--- src/rtl/angstrom_pkg.sv ---
// Shared state encoding and default widths for the instruction-fetch sequencer.
package angstrom_pkg;

  localparam int DEF_ADDR_W = 8;
  localparam int DEF_DATA_W = 8;

  typedef enum logic [1:0] {
    IDLE  = 2'b00,
    REQ   = 2'b01,
    LOAD  = 2'b10,
    FAULT = 2'b11
  } fetch_state_t;

endpackage

--- src/rtl/fetch_ctrl_if.sv ---
// Control, memory-handshake and instruction-register signals of the fetch sequencer.
interface fetch_ctrl_if #(
  parameter int ADDR_W = angstrom_pkg::DEF_ADDR_W,
  parameter int DATA_W = angstrom_pkg::DEF_DATA_W
);

  logic              en_i;
  logic              stall_i;
  logic              branch_i;
  logic [ADDR_W-1:0] branch_addr_i;
  logic              mem_req_o;
  logic [ADDR_W-1:0] mem_addr_o;
  logic              mem_ack_i;
  logic [DATA_W-1:0] mem_data_i;
  logic              ir_wen_o;
  logic [DATA_W-1:0] ir_d_o;
  logic [ADDR_W-1:0] pc_o;
  logic              fault_o;

  // The sequencer side
  modport master (
    input  en_i, stall_i, branch_i, branch_addr_i, mem_ack_i, mem_data_i,
    output mem_req_o, mem_addr_o, ir_wen_o, ir_d_o, pc_o, fault_o
  );

  // The memory / pipeline side
  modport slave (
    output en_i, stall_i, branch_i, branch_addr_i, mem_ack_i, mem_data_i,
    input  mem_req_o, mem_addr_o, ir_wen_o, ir_d_o, pc_o, fault_o
  );

endinterface

--- src/rtl/pc_counter.sv ---
// Program counter: load beats increment, increment wraps modulo 2^ADDR_W.
module pc_counter
  import angstrom_pkg::*;
#(
  parameter int                ADDR_W   = DEF_ADDR_W,
  parameter logic [ADDR_W-1:0] RESET_PC = {ADDR_W{1'b0}}
) (
  input  logic              clk_i,
  input  logic              rst_i,
  input  logic              i_load,
  input  logic [ADDR_W-1:0] i_load_val,
  input  logic              i_inc,
  output logic [ADDR_W-1:0] o_pc
);

  logic [ADDR_W-1:0] r_pc;

  // PC register
  always_ff @(posedge clk_i or posedge rst_i) begin
    if (rst_i) begin
      r_pc <= RESET_PC;
    end else if (i_load) begin
      r_pc <= i_load_val;
    end else if (i_inc) begin
      r_pc <= r_pc + {{(ADDR_W-1){1'b0}}, 1'b1};
    end else begin
      r_pc <= r_pc;
    end
  end

  assign o_pc = r_pc;

endmodule

--- src/rtl/fetch_ctrl.sv ---
// Instruction-fetch sequencer feeding the instruction register.
// Optional fetch timeout (sticky FAULT state) is built when FETCH_TIMEOUT_EN is defined.
module fetch_ctrl
  import angstrom_pkg::*;
#(
  parameter int                ADDR_W   = DEF_ADDR_W,
  parameter int                DATA_W   = DEF_DATA_W,
  parameter logic [ADDR_W-1:0] RESET_PC = {ADDR_W{1'b0}},
  parameter int                MAX_WAIT = 15
) (
  input  logic          clk_i,
  input  logic          rst_i,
  fetch_ctrl_if.master  bus
);

  fetch_state_t      r_state;
  logic              r_mem_req;
  logic              r_ir_wen;
  logic [DATA_W-1:0] r_ir_d;
  logic              r_br_pend;
  logic [ADDR_W-1:0] r_br_addr;

  logic              w_pc_load;
  logic              w_pc_inc;
  logic [ADDR_W-1:0] w_pc_d;
  logic [ADDR_W-1:0] w_pc;
  logic              w_start;
  logic              w_redirect;

`ifdef FETCH_TIMEOUT_EN
  localparam int WAIT_W = $clog2(MAX_WAIT + 1);
  logic [WAIT_W-1:0] r_wait;
  logic              r_fault;
`else
  logic [31:0]       w_unused_max_wait;
  assign w_unused_max_wait = 32'(MAX_WAIT);
`endif

  assign w_start    = bus.en_i & ~bus.stall_i;
  // A redirect seen in the ack cycle itself also kills the fetched byte
  assign w_redirect = r_br_pend | bus.branch_i;

  // PC update selection for the counter
  always_comb begin
    w_pc_load = 1'b0;
    w_pc_inc  = 1'b0;
    w_pc_d    = bus.branch_addr_i;
    case (r_state)
      IDLE: w_pc_load = bus.branch_i;
      REQ: begin
        if (bus.mem_ack_i && w_redirect) begin
          w_pc_load = 1'b1;
          w_pc_d    = bus.branch_i ? bus.branch_addr_i : r_br_addr;
        end else begin
          w_pc_load = 1'b0;
        end
      end
      LOAD: begin
        w_pc_load = bus.branch_i;
        w_pc_inc  = ~bus.branch_i;
      end
      default: w_pc_load = 1'b0;
    endcase
  end

  pc_counter #(
    .ADDR_W   (ADDR_W),
    .RESET_PC (RESET_PC)
  ) u_pc (
    .clk_i      (clk_i),
    .rst_i      (rst_i),
    .i_load     (w_pc_load),
    .i_load_val (w_pc_d),
    .i_inc      (w_pc_inc),
    .o_pc       (w_pc)
  );

  // Fetch FSM with registered handshake and IR outputs
  always_ff @(posedge clk_i or posedge rst_i) begin
    if (rst_i) begin
      r_state   <= IDLE;
      r_mem_req <= 1'b0;
      r_ir_wen  <= 1'b0;
      r_ir_d    <= {DATA_W{1'b0}};
      r_br_pend <= 1'b0;
      r_br_addr <= {ADDR_W{1'b0}};
`ifdef FETCH_TIMEOUT_EN
      r_wait    <= {WAIT_W{1'b0}};
      r_fault   <= 1'b0;
`endif
    end else begin
      r_ir_wen <= 1'b0;
      case (r_state)
        IDLE: begin
          if (w_start) begin
            r_state   <= REQ;
            r_mem_req <= 1'b1;
`ifdef FETCH_TIMEOUT_EN
            r_wait    <= {WAIT_W{1'b0}};
`endif
          end else begin
            r_state <= IDLE;
          end
        end
        REQ: begin
          if (bus.mem_ack_i) begin
            r_mem_req <= 1'b0;
            r_br_pend <= 1'b0;
            if (w_redirect) begin
              r_state <= IDLE;
            end else begin
              r_state  <= LOAD;
              r_ir_wen <= 1'b1;
              r_ir_d   <= bus.mem_data_i;
            end
          end else begin
            if (bus.branch_i) begin
              r_br_pend <= 1'b1;
              r_br_addr <= bus.branch_addr_i;
            end else begin
              r_br_pend <= r_br_pend;
            end
`ifdef FETCH_TIMEOUT_EN
            if (r_wait == WAIT_W'(MAX_WAIT - 1)) begin
              r_state   <= FAULT;
              r_mem_req <= 1'b0;
              r_fault   <= 1'b1;
            end else begin
              r_wait <= r_wait + WAIT_W'(1);
            end
`endif
          end
        end
        LOAD: begin
          if (w_start) begin
            r_state   <= REQ;
            r_mem_req <= 1'b1;
`ifdef FETCH_TIMEOUT_EN
            r_wait    <= {WAIT_W{1'b0}};
`endif
          end else begin
            r_state <= IDLE;
          end
        end
        default: begin
`ifdef FETCH_TIMEOUT_EN
          r_state   <= FAULT;
          r_mem_req <= 1'b0;
          r_fault   <= 1'b1;
`else
          r_state   <= IDLE;
          r_mem_req <= 1'b0;
`endif
        end
      endcase
    end
  end

  assign bus.mem_req_o  = r_mem_req;
  assign bus.mem_addr_o = w_pc;
  assign bus.pc_o       = w_pc;
  assign bus.ir_wen_o   = r_ir_wen;
  assign bus.ir_d_o     = r_ir_d;
`ifdef FETCH_TIMEOUT_EN
  assign bus.fault_o    = r_fault;
`else
  assign bus.fault_o    = 1'b0;
`endif

endmodule
--- src/flat_wrapper.sv ---
// flat-port wrapper written by rule: the top's interface ports become plain ports
module fetch_ctrl_flat import angstrom_pkg::*;
#(
  parameter int                ADDR_W   = DEF_ADDR_W,
  parameter int                DATA_W   = DEF_DATA_W,
  parameter logic [ADDR_W-1:0] RESET_PC = {ADDR_W{1'b0}},
  parameter int                MAX_WAIT = 15
)
  (clk_i, rst_i, bus_en_i, bus_stall_i, bus_branch_i, bus_branch_addr_i, bus_mem_ack_i, bus_mem_data_i, bus_mem_req_o, bus_mem_addr_o, bus_ir_wen_o, bus_ir_d_o, bus_pc_o, bus_fault_o);
  fetch_ctrl_if #(.ADDR_W(ADDR_W), .DATA_W(DATA_W)) bus_i ();
  input  logic clk_i;
  input  logic rst_i;
  input wire logic [$bits(bus_i.en_i)-1:0] bus_en_i;
  input wire logic [$bits(bus_i.stall_i)-1:0] bus_stall_i;
  input wire logic [$bits(bus_i.branch_i)-1:0] bus_branch_i;
  input wire logic [$bits(bus_i.branch_addr_i)-1:0] bus_branch_addr_i;
  input wire logic [$bits(bus_i.mem_ack_i)-1:0] bus_mem_ack_i;
  input wire logic [$bits(bus_i.mem_data_i)-1:0] bus_mem_data_i;
  output wire logic [$bits(bus_i.mem_req_o)-1:0] bus_mem_req_o;
  output wire logic [$bits(bus_i.mem_addr_o)-1:0] bus_mem_addr_o;
  output wire logic [$bits(bus_i.ir_wen_o)-1:0] bus_ir_wen_o;
  output wire logic [$bits(bus_i.ir_d_o)-1:0] bus_ir_d_o;
  output wire logic [$bits(bus_i.pc_o)-1:0] bus_pc_o;
  output wire logic [$bits(bus_i.fault_o)-1:0] bus_fault_o;
  assign bus_i.en_i = bus_en_i;
  assign bus_i.stall_i = bus_stall_i;
  assign bus_i.branch_i = bus_branch_i;
  assign bus_i.branch_addr_i = bus_branch_addr_i;
  assign bus_i.mem_ack_i = bus_mem_ack_i;
  assign bus_i.mem_data_i = bus_mem_data_i;
  assign bus_mem_req_o = bus_i.mem_req_o;
  assign bus_mem_addr_o = bus_i.mem_addr_o;
  assign bus_ir_wen_o = bus_i.ir_wen_o;
  assign bus_ir_d_o = bus_i.ir_d_o;
  assign bus_pc_o = bus_i.pc_o;
  assign bus_fault_o = bus_i.fault_o;
  fetch_ctrl #(.ADDR_W(ADDR_W), .DATA_W(DATA_W), .RESET_PC(RESET_PC), .MAX_WAIT(MAX_WAIT)) u_core (.clk_i(clk_i), .rst_i(rst_i), .bus(bus_i));
endmodule
--- config.mk ---
export PLATFORM = sky130hd
export DESIGN_NAME = fetch_ctrl_flat
export DESIGN_NICKNAME = d
export VERILOG_FILES = /design/src/rtl/angstrom_pkg.sv /design/src/rtl/fetch_ctrl_if.sv /design/src/rtl/pc_counter.sv /design/src/rtl/fetch_ctrl.sv /design/src/flat_wrapper.sv
export SDC_FILE = /design/constraint.sdc
export NUM_CORES = 1
export LEC_CHECK = 0
export ABC_AREA = 1
export CAP_MARGIN = 20
export CORE_ASPECT_RATIO = 1.4
export CORE_MARGIN = 5
export CORE_UTILIZATION = 42
export DETAILED_ROUTE_END_ITERATION = 8
export PLACE_DENSITY_LB_ADDON = 0.1
export SYNTH_ARGS = -nofsm -noshare
export SYNTH_HDL_FRONTEND = slang
export SYNTH_HIERARCHICAL = 1
export SYNTH_SLANG_ARGS = --single-unit
--- constraint.sdc ---
create_clock -name clk_i -period 2.05 [get_ports clk_i]
set_clock_uncertainty 0.1 [all_clocks]
set_input_delay 0.3075 -clock clk_i [delete_from_list [all_inputs] [get_ports clk_i]]
set_output_delay 0.3075 -clock clk_i [all_outputs]
set_load 0.03 [all_outputs]
==> After elaboration in Yosys (flattened, before gate mapping) <==
Index checks and enable logic that the tools add are counted.
{ "word_totals": {"regBits": 29, "latch_bits": 0, "ram_bits": 0, "mem_bits_ro": 0, "in_bits": 22, "output_inout_bits": 27, "mem_count": 0} }
{ "classes": {"add_sub_neg": 1, "n_mul": 0, "div_mod_pow": 0, "n_lt_le_gt_ge": 0, "n_eq_ne": 4, "shift": 0, "mux": 20, "n_bitwise": 6, "reduce_logical": 9} }
{ "ops": {"columns": ["operator", "n"], "rows": [
  ["two-way mux 8 bit", 5],
  ["two-way mux 1 bit", 10],
  ["adder 8 x 1 -> 8 bit, second input constant", 1],
  ["AND reduction 2 bit", 3],
  ["two-way mux 2 bit", 2],
  ["NOT 1 bit", 4],
  ["one-hot mux 1 bit (2 select lines)", 2],
  ["one-hot mux 2 bit (2 select lines)", 1],
  ["nonzero test 2 bit", 2],
  ["AND reduction 3 bit", 1],
  ["equality test 2 x 1 -> 1 bit, second input constant", 1],
  ["equality test 2 bit, second input constant", 1],
  ["logical NOT 2 bit", 1],
  ["inequality test 2 x 1 -> 1 bit, second input constant", 1],
  ["inequality test 2 bit, second input constant", 1],
  ["OR reduction 2 bit", 1],
  ["bitwise AND 1 bit", 1],
  ["logical AND 1 bit", 1],
  ["OR 1 bit", 1]
]} }

==> Longest topological paths before layout <==
Gate-level depths: netlist of the first run.
{ "logic_depth": {"ltp_word": 5, "depth_mapped": 10} }

==> Cells and area by module <==
Netlist of the first run, hierarchy kept.
{ "by_module_without_submodules": {"columns": ["mod", "instances", "cells_each", "area_per_inst_um2", "seq_area_each_um2"], "rows": [
  ["fetch_ctrl", 1, 158, 1191.1, 525.5],
  ["pc_counter", 1, 64, 490.5, 200.2]
]} }

==> Worst setup path before layout of the first run <==
Ideal clock, no wire load.
{ "synth_path": {"kind": "reg-to-reg", "start": "reg u_core.r_state[1]", "end": "reg u_core.u_pc.r_pc[0] (netlist: u_core/u_pc/o_pc[0])", "t_arrival_ps": 1312, "required_ps": 1808, "path_slack_ps": 497, "path_stages_with_launch": 8, "cell_sequence": "dfrtp_1 > nor2_8 > nand3_4 > o21ai_0 > buf_4 > nor2_4 > a22oi_1 > o21ai_0"} }
{ "synth_via": {"elab_chain_cells": 4, "word_cells_on_any_way": 9} }
{ "synth_lines": {"columns": ["item", "line_no", "source"], "rows": [
  ["start, declared", "fetch_ctrl.sv:16", "fetch_state_t r_state;"],
  ["start signal, assigned", "fetch_ctrl.sv:81", "r_state <= IDLE;"],
  ["start signal, assigned", "fetch_ctrl.sv:96", "r_state <= REQ;"],
  ["start signal, assigned", "fetch_ctrl.sv:102", "r_state <= IDLE;"],
  ["equality test 2 bit or logical NOT 2 bit (tied branches)", "fetch_ctrl.sv:48", "case (r_state)"],
  ["OR reduction 2 bit (no source line)", null, null],
  ["one-hot mux 1 bit (2 select lines) *", "fetch_ctrl.sv:48", null],
  ["via u_core.w_pc_load", "fetch_ctrl.sv:23", "logic w_pc_load;"],
  ["two-way mux 8 bit or nonzero test 2 bit (tied branches)", null, null],
  ["end signal, assigned", "pc_counter.sv:23", "r_pc <= i_load_val;"],
  ["end signal, assigned", "pc_counter.sv:25", "r_pc <= r_pc + {{(ADDR_W-1){1'b0}}, 1'b1};"],
  ["end signal, assigned", "pc_counter.sv:27", "r_pc <= r_pc;"],
  ["end, declared", "pc_counter.sv:16", "logic [ADDR_W-1:0] r_pc;"]
]} }
The timed path passes the listed nets; every way through them passes the cells marked *.
A chain may end at the register's enable or synchronous reset.

==> Worst setup path after layout of the first run <==
{ "layout_path": {"start": "reg u_core.u_pc.r_pc[2] (netlist: u_core/u_pc/o_pc[2])", "end": "out bus_pc_o[2]"} }
{ "layout_rtl": {"columns": ["item", "line_no", "source"], "rows": [
  ["end, declared", "flat_wrapper.sv:23", "output wire logic [$bits(bus_i.pc_o)-1:0] bus_pc_o;"]
]} }
No word-level cell between the ends.

==> flow_summary.yaml, run 1 <==
synth:
  syn-instance-count: 222
  synth.area.top_cells: "dfrtp_1, nand2_1, nand3_1"
  synth_warnings: 6
  ys_seq_area_frac: 0.4315
  synth_cell_types: 24
  postSynthAreaPerCell_um2: 7.575
  synthMuxAreaShare: 0
  synth_top_area_share: 0.4315
  synth_area_leader_cell: "dfrtp_1"
  yosys.area_share.adder: 0.007440
  syn_area_um2: 1682
  yosys.area_share.xor_xnor: 0.005208
  synth_top_family_by_area: "simple AND/OR/NAND/NOR gates"
  yosys.area_share.simple: 0.3981
  synth_nets: 245
  ys_ff_latch: 29
  synth_compound_area_frac: 0.05655
floorplan:
  die-area_um2: 5387
  start_util: 0.4291
  coreArea_um2: 3919
  die_h_um: 84.87
  die_x_um: 63.48
  num_rows: 27
  boundaryPins: 49
critical_path:
  critPathRequiredTime_ps: 1640
  startpoint_type: "register"
  cp_cell_sequence: "clkdlybuf4s50_1"
  cp_data_arrival_time_ps: 1470
  crit_fanout: 7
  crit_family: "buffers and inverters"
  r2r_setup_slack_ps: 520
  reg2reg_depth: 8
  crit_path_end_kind: "output port"
  reg2reg_from: "u_core/r_state[0]"
  crit_type: "reg -> out"
  crit_buf_inv: 1
  critPathSlowestCell: "clkdlybuf4s50_1"
  max_stage_delay_ps: 720
  r2r-end: "u_core/u_pc/o_pc[0]"
sta:
  final.min_clock_period_ps: 1878
  fin_crit_sh: 0.9163
  rsz0062_at_grt: "false"
  fin_tns_setup_ps: 0
  setup_viol: 0
  finalHoldViolCount: 0
  drv_slew: 0
  fmaxAchievable_ghz: 0.5324
layout:
  utilization: 0.5833
  syn2layout_area_growth_pct: 35.94
  diodes: 0
  multiInputGateArea_um2: 789.5
  regArea_um2: 725.7
  nFillCells: 382
  final_nets: 295
  fin_area_um2: 2286
  drive_gt1_frac: 0.1172
pwr:
  peakVddDrop_mv: 0.8325
  p_int_uw: 1553
  combPwrFrac: 0.421
  clkPwrFrac: 0.234
  cellPowerDensity_nw_per_um2: 1124
  switching_share: 0.3957
  power_switching_uw: 1017
  seqPwrFrac: 0.345
  p_leak_uw: 0.001147
min_path:
  hold_class: "in -> async"
detailed_routing:
  drc: 0
  firstDrtPassIters: 4
  avgRoutedWirePerCell_um: 12.12
  routed_via_density: 4.924
  ant_nets: 0
  drt_wl_total_mm: 3.829
  drtIter0Drc: 57
  num_vias: 1556
place:
  gp_congestion: 0.8612
  portBuffers: 47
  dpl_cell_area_um2: 2171
  dpl.hpwl_mm: 2.983
run:
  cap_violations: 0
clocking:
  cts_buffer_depth: 2
  cts_root_buf: "clkbuf_8"
  clock_latency_ps: 280
  cts_setup_buffers: 0
  htree_levels: 2
  cts_resized: 0
  cts.sinks: 29
  cts_buffers: 5
  cts_tree: "done"
  path_clk_slew_ps: 70
  ctsHoldBuffers: 0
global_routing:
  grt_pass1_wl_mm: 6.768
  grt_max_degree: 22
  grt_pass1_vias: 1511
  antenna_found_initial: 0
  grt_usage: 0.1557
  grt.overflow.total: 0
run_status:
  status: "finished clean"
-- cell type report --
| type | instances | share of cell area |
|---|---|---|
| flip-flops and latches | 29 | 0.3175 |
| inverters | 17 | 0.02791 |
| clock inverters | 3 | 0.02025 |
| multi-input cells | 163 | 0.3454 |
| clock buffers | 5 | 0.03010 |
| well taps | 43 | 0.02354 |
| repair buffers | 56 | 0.2354 |
-- logic make-up (layout without fill, tap and decap cells) --
family / after synthesis / count (layout)
DFF: 29 / 29
other: 1 / 1
and+or+nand+nor: 145 / 145
AOI/OAI and AO/OA: 15 / 15
xor gates and xnor gates: 1 / 1
buffers and inverters: 30 / 81
adders and majority gates: 1 / 1
-- cell usage in the layout, fill, tap and decap left out --
cell	Yosys	layout
dfrtp_1	29	29
a22oi_1	6	6
clkinvlp_4	0	1
nor3_1	1	1
nor2_8	1	1
clkinv_4	0	1
o21bai_1	2	2
xor2_1	1	1
o21ai_1	1	1
inv_2	5	5
buf_4	11	9
o21ai_0	3	3
nand4_1	8	8
bufinv_16	0	1
nor2_1	4	4
nand3_4	2	2
ha_1	1	1
conb_1	1	1
nand2_2	1	1
clkdlybuf4s50_1	0	47
nor2_2	2	2
nand3_1	18	18
a21oi_1	3	3
nor2_4	4	4
inv_1	12	12
clkbuf_8	0	5
nand2_1	104	104
-- routing by layer --
layer  track usage  part of all wire
met1        0.1686              0.39
met4       0.09263             0.030
met2        0.2662              0.51
met3       0.04238             0.069
met5             0                 0
-- power by group through the flow --
stage	logic (uW)	clock network [uW]	registers, uW
after global routing	1180	644	923
final	1080	602	886
after floorplan	475	0	1110
after CTS	1090	621	889
after detailed placement	1090	0	896
after global placement	1080	0	896
-- state kept, by name, summed over array words and instances, names as in the netlist --
register              cells
u_core/bus.ir_d_o         8
u_core/bus.ir_wen_o       1
u_core/bus.mem_req_o      1
u_core/r_br_addr          8
u_core/r_br_pend          1
u_core/r_state            2
u_core/u_pc/o_pc          8
-- stage by stage --
step / hold slack [ps] / setup slack [ps] / instances / power [uW]
final: 196.8 / 171.5 / 316 / 2570
after global routing: 244.8 / 104.4 / 316 / 2745
after CTS: 204.8 / 146.1 / 316 / 2604
after detailed placement: 359.3 / 120.8 / 308 / 1985
after global placement: 354.1 / 156.6 / 308 / 1978
after floorplan: 23.16 / 496.6 / 222 / 1582
-- synthesized netlist by cell type --
| library cell | number |
|---|---|
| nand2_1 | 104 |
| dfrtp_1 | 29 |
| nand3_1 | 18 |
| inv_1 | 12 |
| buf_4 | 11 |
| nand4_1 | 8 |
| a22oi_1 | 6 |
| inv_2 | 5 |
| nor2_1 | 4 |
| nor2_4 | 4 |
| a21oi_1 | 3 |
| o21ai_0 | 3 |
| nand3_4 | 2 |
| nor2_2 | 2 |
| o21bai_1 | 2 |
| buf_2 | 1 |
| buf_8 | 1 |
| conb_1 | 1 |
| ha_1 | 1 |
| nand2_2 | 1 |
| nor2_8 | 1 |
| nor3_1 | 1 |
| o21ai_1 | 1 |
| xor2_1 | 1 |
-- worst max-delay path by stage --
stage | startpoint | endpoint | slack [ps] | cells past startpoint
global route | u_core/u_pc/o_pc[2] | bus_mem_addr_o[2] | 100 | 1
finish | u_core/u_pc/o_pc[2] | bus_pc_o[2] | 170 | 1
global placement | bus_branch_i | u_core/u_pc/o_pc[0] | 160 | 9
detailed placement | bus_branch_i | u_core/u_pc/o_pc[5] | 120 | 11
CTS | u_core/u_pc/o_pc[2] | bus_pc_o[2] | 150 | 1
floorplan | u_core/r_state[1] | u_core/u_pc/o_pc[0] | 500 | 7
Power figures use the tool's default switching activity.
==> run 2: changes to the inputs <==
Settings changed: CTS_CLUSTER_DIAMETER from default to 40, PLACE_DENSITY_LB_ADDON 0.1 to 0.12.
==> flow_summary.yaml, run 2 (synthesized netlist as in run 1, its figures left out) <==
global_routing:
  grt_usage: 0.1585
  grt_pass1_vias: 1595
  antenna_found_initial: 0
  grt.overflow.total: 0
  grt_max_degree: 22
  grt_pass1_wl_mm: 6.893
critical_path:
  crit_fanout: 7
  crit_type: "reg -> out"
  cp_data_arrival_time_ps: 1470
  cp_cell_sequence: "clkdlybuf4s50_1"
  cp.depth: 1
  critPathRequiredTime_ps: 1640
  crit_family: "buffers and inverters"
  reg2reg_depth: 8
  reg2reg_from: "u_core/r_state[0]"
  max_stage_delay_ps: 720
  crit_path_end_kind: "output port"
  cp-startpoint: "u_core/u_pc/o_pc[2]"
  startpoint_type: "register"
  r2r_setup_slack_ps: 430
  r2r-end: "u_core/u_pc/o_pc[0]"
  critPathSlowestCell: "clkdlybuf4s50_1"
  critPathCapture: "bus_pc_o[2]"
  crit_buf_inv: 1
clocking:
  cts.sinks: 29
  htree_levels: 2
  cts_setup_buffers: 0
  path_clk_slew_ps: 70
  cts_buffer_depth: 2
  clock_latency_ps: 280
  ctsHoldBuffers: 0
  cts_resized: 0
  cts_tree: "done"
  cts_root_buf: "clkbuf_8"
  cts_buffers: 5
detailed_routing:
  ant_nets: 0
  drt_wl_total_mm: 3.928
  drc: 0
  num_vias: 1573
  firstDrtPassIters: 4
  routed_via_density: 4.994
  drtIter0Drc: 75
  avgRoutedWirePerCell_um: 12.47
pwr:
  seqPwrFrac: 0.342
  power_uw: 2590
  cellPowerDensity_nw_per_um2: 1136
  switching_share: 0.3888
  clkPwrFrac: 0.240
  power_switching_uw: 1007
  p_leak_uw: 0.001146
  p_int_uw: 1583
  combPwrFrac: 0.418
  peakVddDrop_mv: 0.8869
floorplan:
  start_util: 0.4291
  die-area_um2: 5387
  die_h_um: 84.87
  coreArea_um2: 3919
  num_rows: 27
  boundaryPins: 49
  die_x_um: 63.48
min_path:
  hold_class: "in -> async"
layout:
  fin_area_um2: 2280
  nFillCells: 380
  drive_gt1_frac: 0.1103
  syn2layout_area_growth_pct: 35.57
  utilization: 0.5817
  layout_commonest_cell: "nand2_1"
  final_cell_mix: "nand2_1, clkdlybuf4s50_1, dfrtp_1, nand3_1, inv_1"
  diodes: 0
  final_nets: 294
place:
  dpl.hpwl_mm: 3.003
  gp_congestion: 0.8371
  portBuffers: 47
  dpl_cell_area_um2: 2163
sta:
  rsz0062_at_grt: "false"
  fmaxAchievable_ghz: 0.5337
  drv_slew: 0
  fin_crit_sh: 0.9140
  fin_tns_setup_ps: 0
  final.min_clock_period_ps: 1874
  setup_viol: 0
  finalHoldViolCount: 0
run_status:
  status: "finished clean"
run:
  cap_violations: 0
run 2: worst min-delay path by stage:
stage | from | to | slack, ps | cells past startpoint
finish | rst_i | u_core/u_pc/o_pc[4] | 190 | 2
CTS | rst_i | u_core/u_pc/o_pc[4] | 200 | 2
detailed placement | u_core/r_br_addr[6] | u_core/r_br_addr[6] | 360 | 2
global placement | u_core/r_br_addr[2] | u_core/r_br_addr[2] | 360 | 2
floorplan | rst_i | u_core/u_pc/o_pc[0] | 20 | 1
global route | rst_i | u_core/u_pc/o_pc[4] | 230 | 2
run 2: layout make-up:
class | count | area, um^2 | share of cell area
sequential | 29 | 725.7 | 0.3183
tap | 43 | 53.80 | 0.02360
clock inverter | 1 | 30.03 | 0.01317
inverter | 17 | 63.81 | 0.02799
timing repair buffer | 55 | 530.5 | 0.2327
multi-input combinational | 163 | 789.5 | 0.3463
clock buffer | 7 | 86.33 | 0.03787
run 2: stage by stage:
stage	cells	worst slack [ps]	hold WS, ps
CTS	315	150.4	200.0
global placement	307	94.86	355.7
global route	315	109.8	225.3
floorplan	222	496.6	23.16
detailed placement	307	44.34	358.4
finish	315	176.4	194.0
run 2: layer usage:
| metal | global-route usage | part of all wire |
|---|---|---|
| met5 | 0 | 0 |
| met4 | 0.07750 | 0.021 |
| met3 | 0.05430 | 0.076 |
| met2 | 0.2745 | 0.50 |
| met1 | 0.1689 | 0.40 |
run 2: power groups by stage:
stage	Combinational [uW]	Sequential [uW]	Clock [uW]
6_report	1080	887	621
5_1_grt	1170	919	662
4_1_cts	1090	888	635
3_5_place_dp	1090	893	0
3_3_place_gp	1080	895	0
2_1_floorplan	475	1110	0
==> run 3: changes to the inputs <==
Settings changed: CORE_UTILIZATION 42 to 47.
Clock period 2.05 ns to 1.8 ns, I/O delays scaled along.
==> flow_summary.yaml, run 3 (synthesized netlist as in run 1, its figures left out) <==
run_status:
  status: "finished clean"
clocking:
  htree_levels: 2
  cts.sinks: 29
  cts_setup_buffers: 0
  clock_latency_ps: 280
  cts_tree: "done"
  cts_buffer_depth: 2
  cts_root_buf: "clkbuf_8"
  cts_buffers: 5
  path_clk_slew_ps: 70
  ctsHoldBuffers: 0
floorplan:
  coreArea_um2: 3410
  die_h_um: 80.78
  boundaryPins: 49
  die-area_um2: 4891
  num_rows: 25
  start_util: 0.4932
  die_x_um: 60.56
detailed_routing:
  drtIter0Drc: 64
  drc: 0
  drt_wl_total_mm: 3.907
  ant_nets: 0
  num_vias: 1570
  avgRoutedWirePerCell_um: 12.32
  routed_via_density: 4.953
  firstDrtPassIters: 4
pwr:
  peakVddDrop_mv: 0.9748
  power_uw: 2931
  cellPowerDensity_nw_per_um2: 1253
  p_leak_uw: 0.001306
global_routing:
  grt_pass1_wl_mm: 6.548
  grt_usage: 0.1753
  grt_pass1_vias: 1570
  antenna_found_initial: 0
  grt.overflow.total: 0
  grt_max_degree: 22
critical_path:
  crit_buf_inv: 1
  startpoint_type: "register"
  crit_type: "reg -> out"
  crit_family: "buffers and inverters"
  cp_data_arrival_time_ps: 1310
  r2r-end: "u_core/u_pc/o_pc[1]"
  reg2reg_depth: 10
  reg2reg_from: "u_core/r_state[0]"
  critPathSlowestCell: "clkdlybuf4s50_1"
  critPathRequiredTime_ps: 1430
  r2r_setup_slack_ps: 270
  cp_cell_sequence: "clkdlybuf4s50_1"
  crit_fanout: 2
  crit_path_end_kind: "output port"
  max_stage_delay_ps: 670
sta:
  fin_crit_sh: 0.9346
  fmaxAchievable_ghz: 0.5944
  rsz0062_at_grt: "false"
  setup_viol: 0
  final.min_clock_period_ps: 1682
  finalHoldViolCount: 0
  drv_slew: 0
place:
  dpl_cell_area_um2: 2197
  portBuffers: 47
  gp_congestion: 0.8274
  dpl.hpwl_mm: 2.965
layout:
  syn2layout_area_growth_pct: 39.06
  diodes: 0
  utilization: 0.6859
  layout_commonest_cell: "nand2_1"
  drive_gt1_frac: 0.1300
  final_cell_mix: "nand2_1, clkdlybuf4s50_1, dfrtp_1, nand3_1, buf_4"
  final_nets: 299
  nFillCells: 289
  fin_area_um2: 2338
run:
  cap_violations: 0
min_path:
  hold_class: "in -> async"
[run 3: changes by cell type in the layout (fill, tap and decap cells not counted), sizes merged]
cell | previous run | this run
clkinvlp | 0 | 1
clkbuf | 7 | 6
clkdlybuf4s50 | 47 | 31
dlygate4sd2 | 0 | 5
dlymetal6s2s | 0 | 11
buf | 8 | 13
[run 3: worst max path at each step]
stage	start	to	slack (ps)	cells past startpoint
2_1_floorplan	u_core/r_state[1]	u_core/u_pc/o_pc[0]	250	7
4_1_cts	u_core/u_pc/o_pc[3]	bus_mem_addr_o[3]	1	1
6_report	u_core/bus.ir_d_o[3]	bus_ir_d_o[3]	120	1
3_3_place_gp	bus_mem_ack_i	u_core/u_pc/o_pc[7]	10	9
3_5_place_dp	bus_branch_i	u_core/u_pc/o_pc[7]	-20	11
5_1_grt	u_core/bus.ir_d_o[0]	bus_ir_d_o[0]	60	1
[run 3: routing by layer]
metal	track usage	routed length, um	up-vias
li1	-	-	813
met1	0.1772	1524	703
met2	0.3247	2042	46
met3	0.05087	284	8
met4	0.07375	56	0
met5	0	0	-
[run 3: through the flow]
stage | hold slack, ps | cells | TNS (ps) | setup WS (ps)
2_1_floorplan | -14.34 | 222 | 0 | 246.6
3_3_place_gp | 353.7 | 309 | 0 | 11.53
3_5_place_dp | 357.1 | 309 | -80.54 | -19.00
4_1_cts | 163.5 | 317 | 0 | 1.010
5_1_grt | 211.4 | 317 | 0 | 58.34
6_report | 159.0 | 317 | 0 | 117.8
[run 3: power breakdown]
group          switching [uW]  internal (uW)  total, uW  leakage [uW]
Sequential                154            848       1000      0.000364
Combinational             732            485       1220      0.000884
Clock                     261            449        711     0.0000574
[run 3: timing repair]
item | CTS | global route
gates resized for setup | 5 | 11
pin swaps | 0 | 0
endpoints found under the setup margin | 6 | 11
[run 3: cell type report]
cell class / count / area, um^2 / share of cell area
multi-input combinational: 163 / 789.5 / 0.3376
clock buffer: 6 / 82.58 / 0.03531
sequential: 29 / 725.7 / 0.3103
inverter: 17 / 63.81 / 0.02729
timing repair buffer: 60 / 589.3 / 0.2520
clock inverter: 2 / 37.54 / 0.01605
tap: 40 / 50.05 / 0.02140
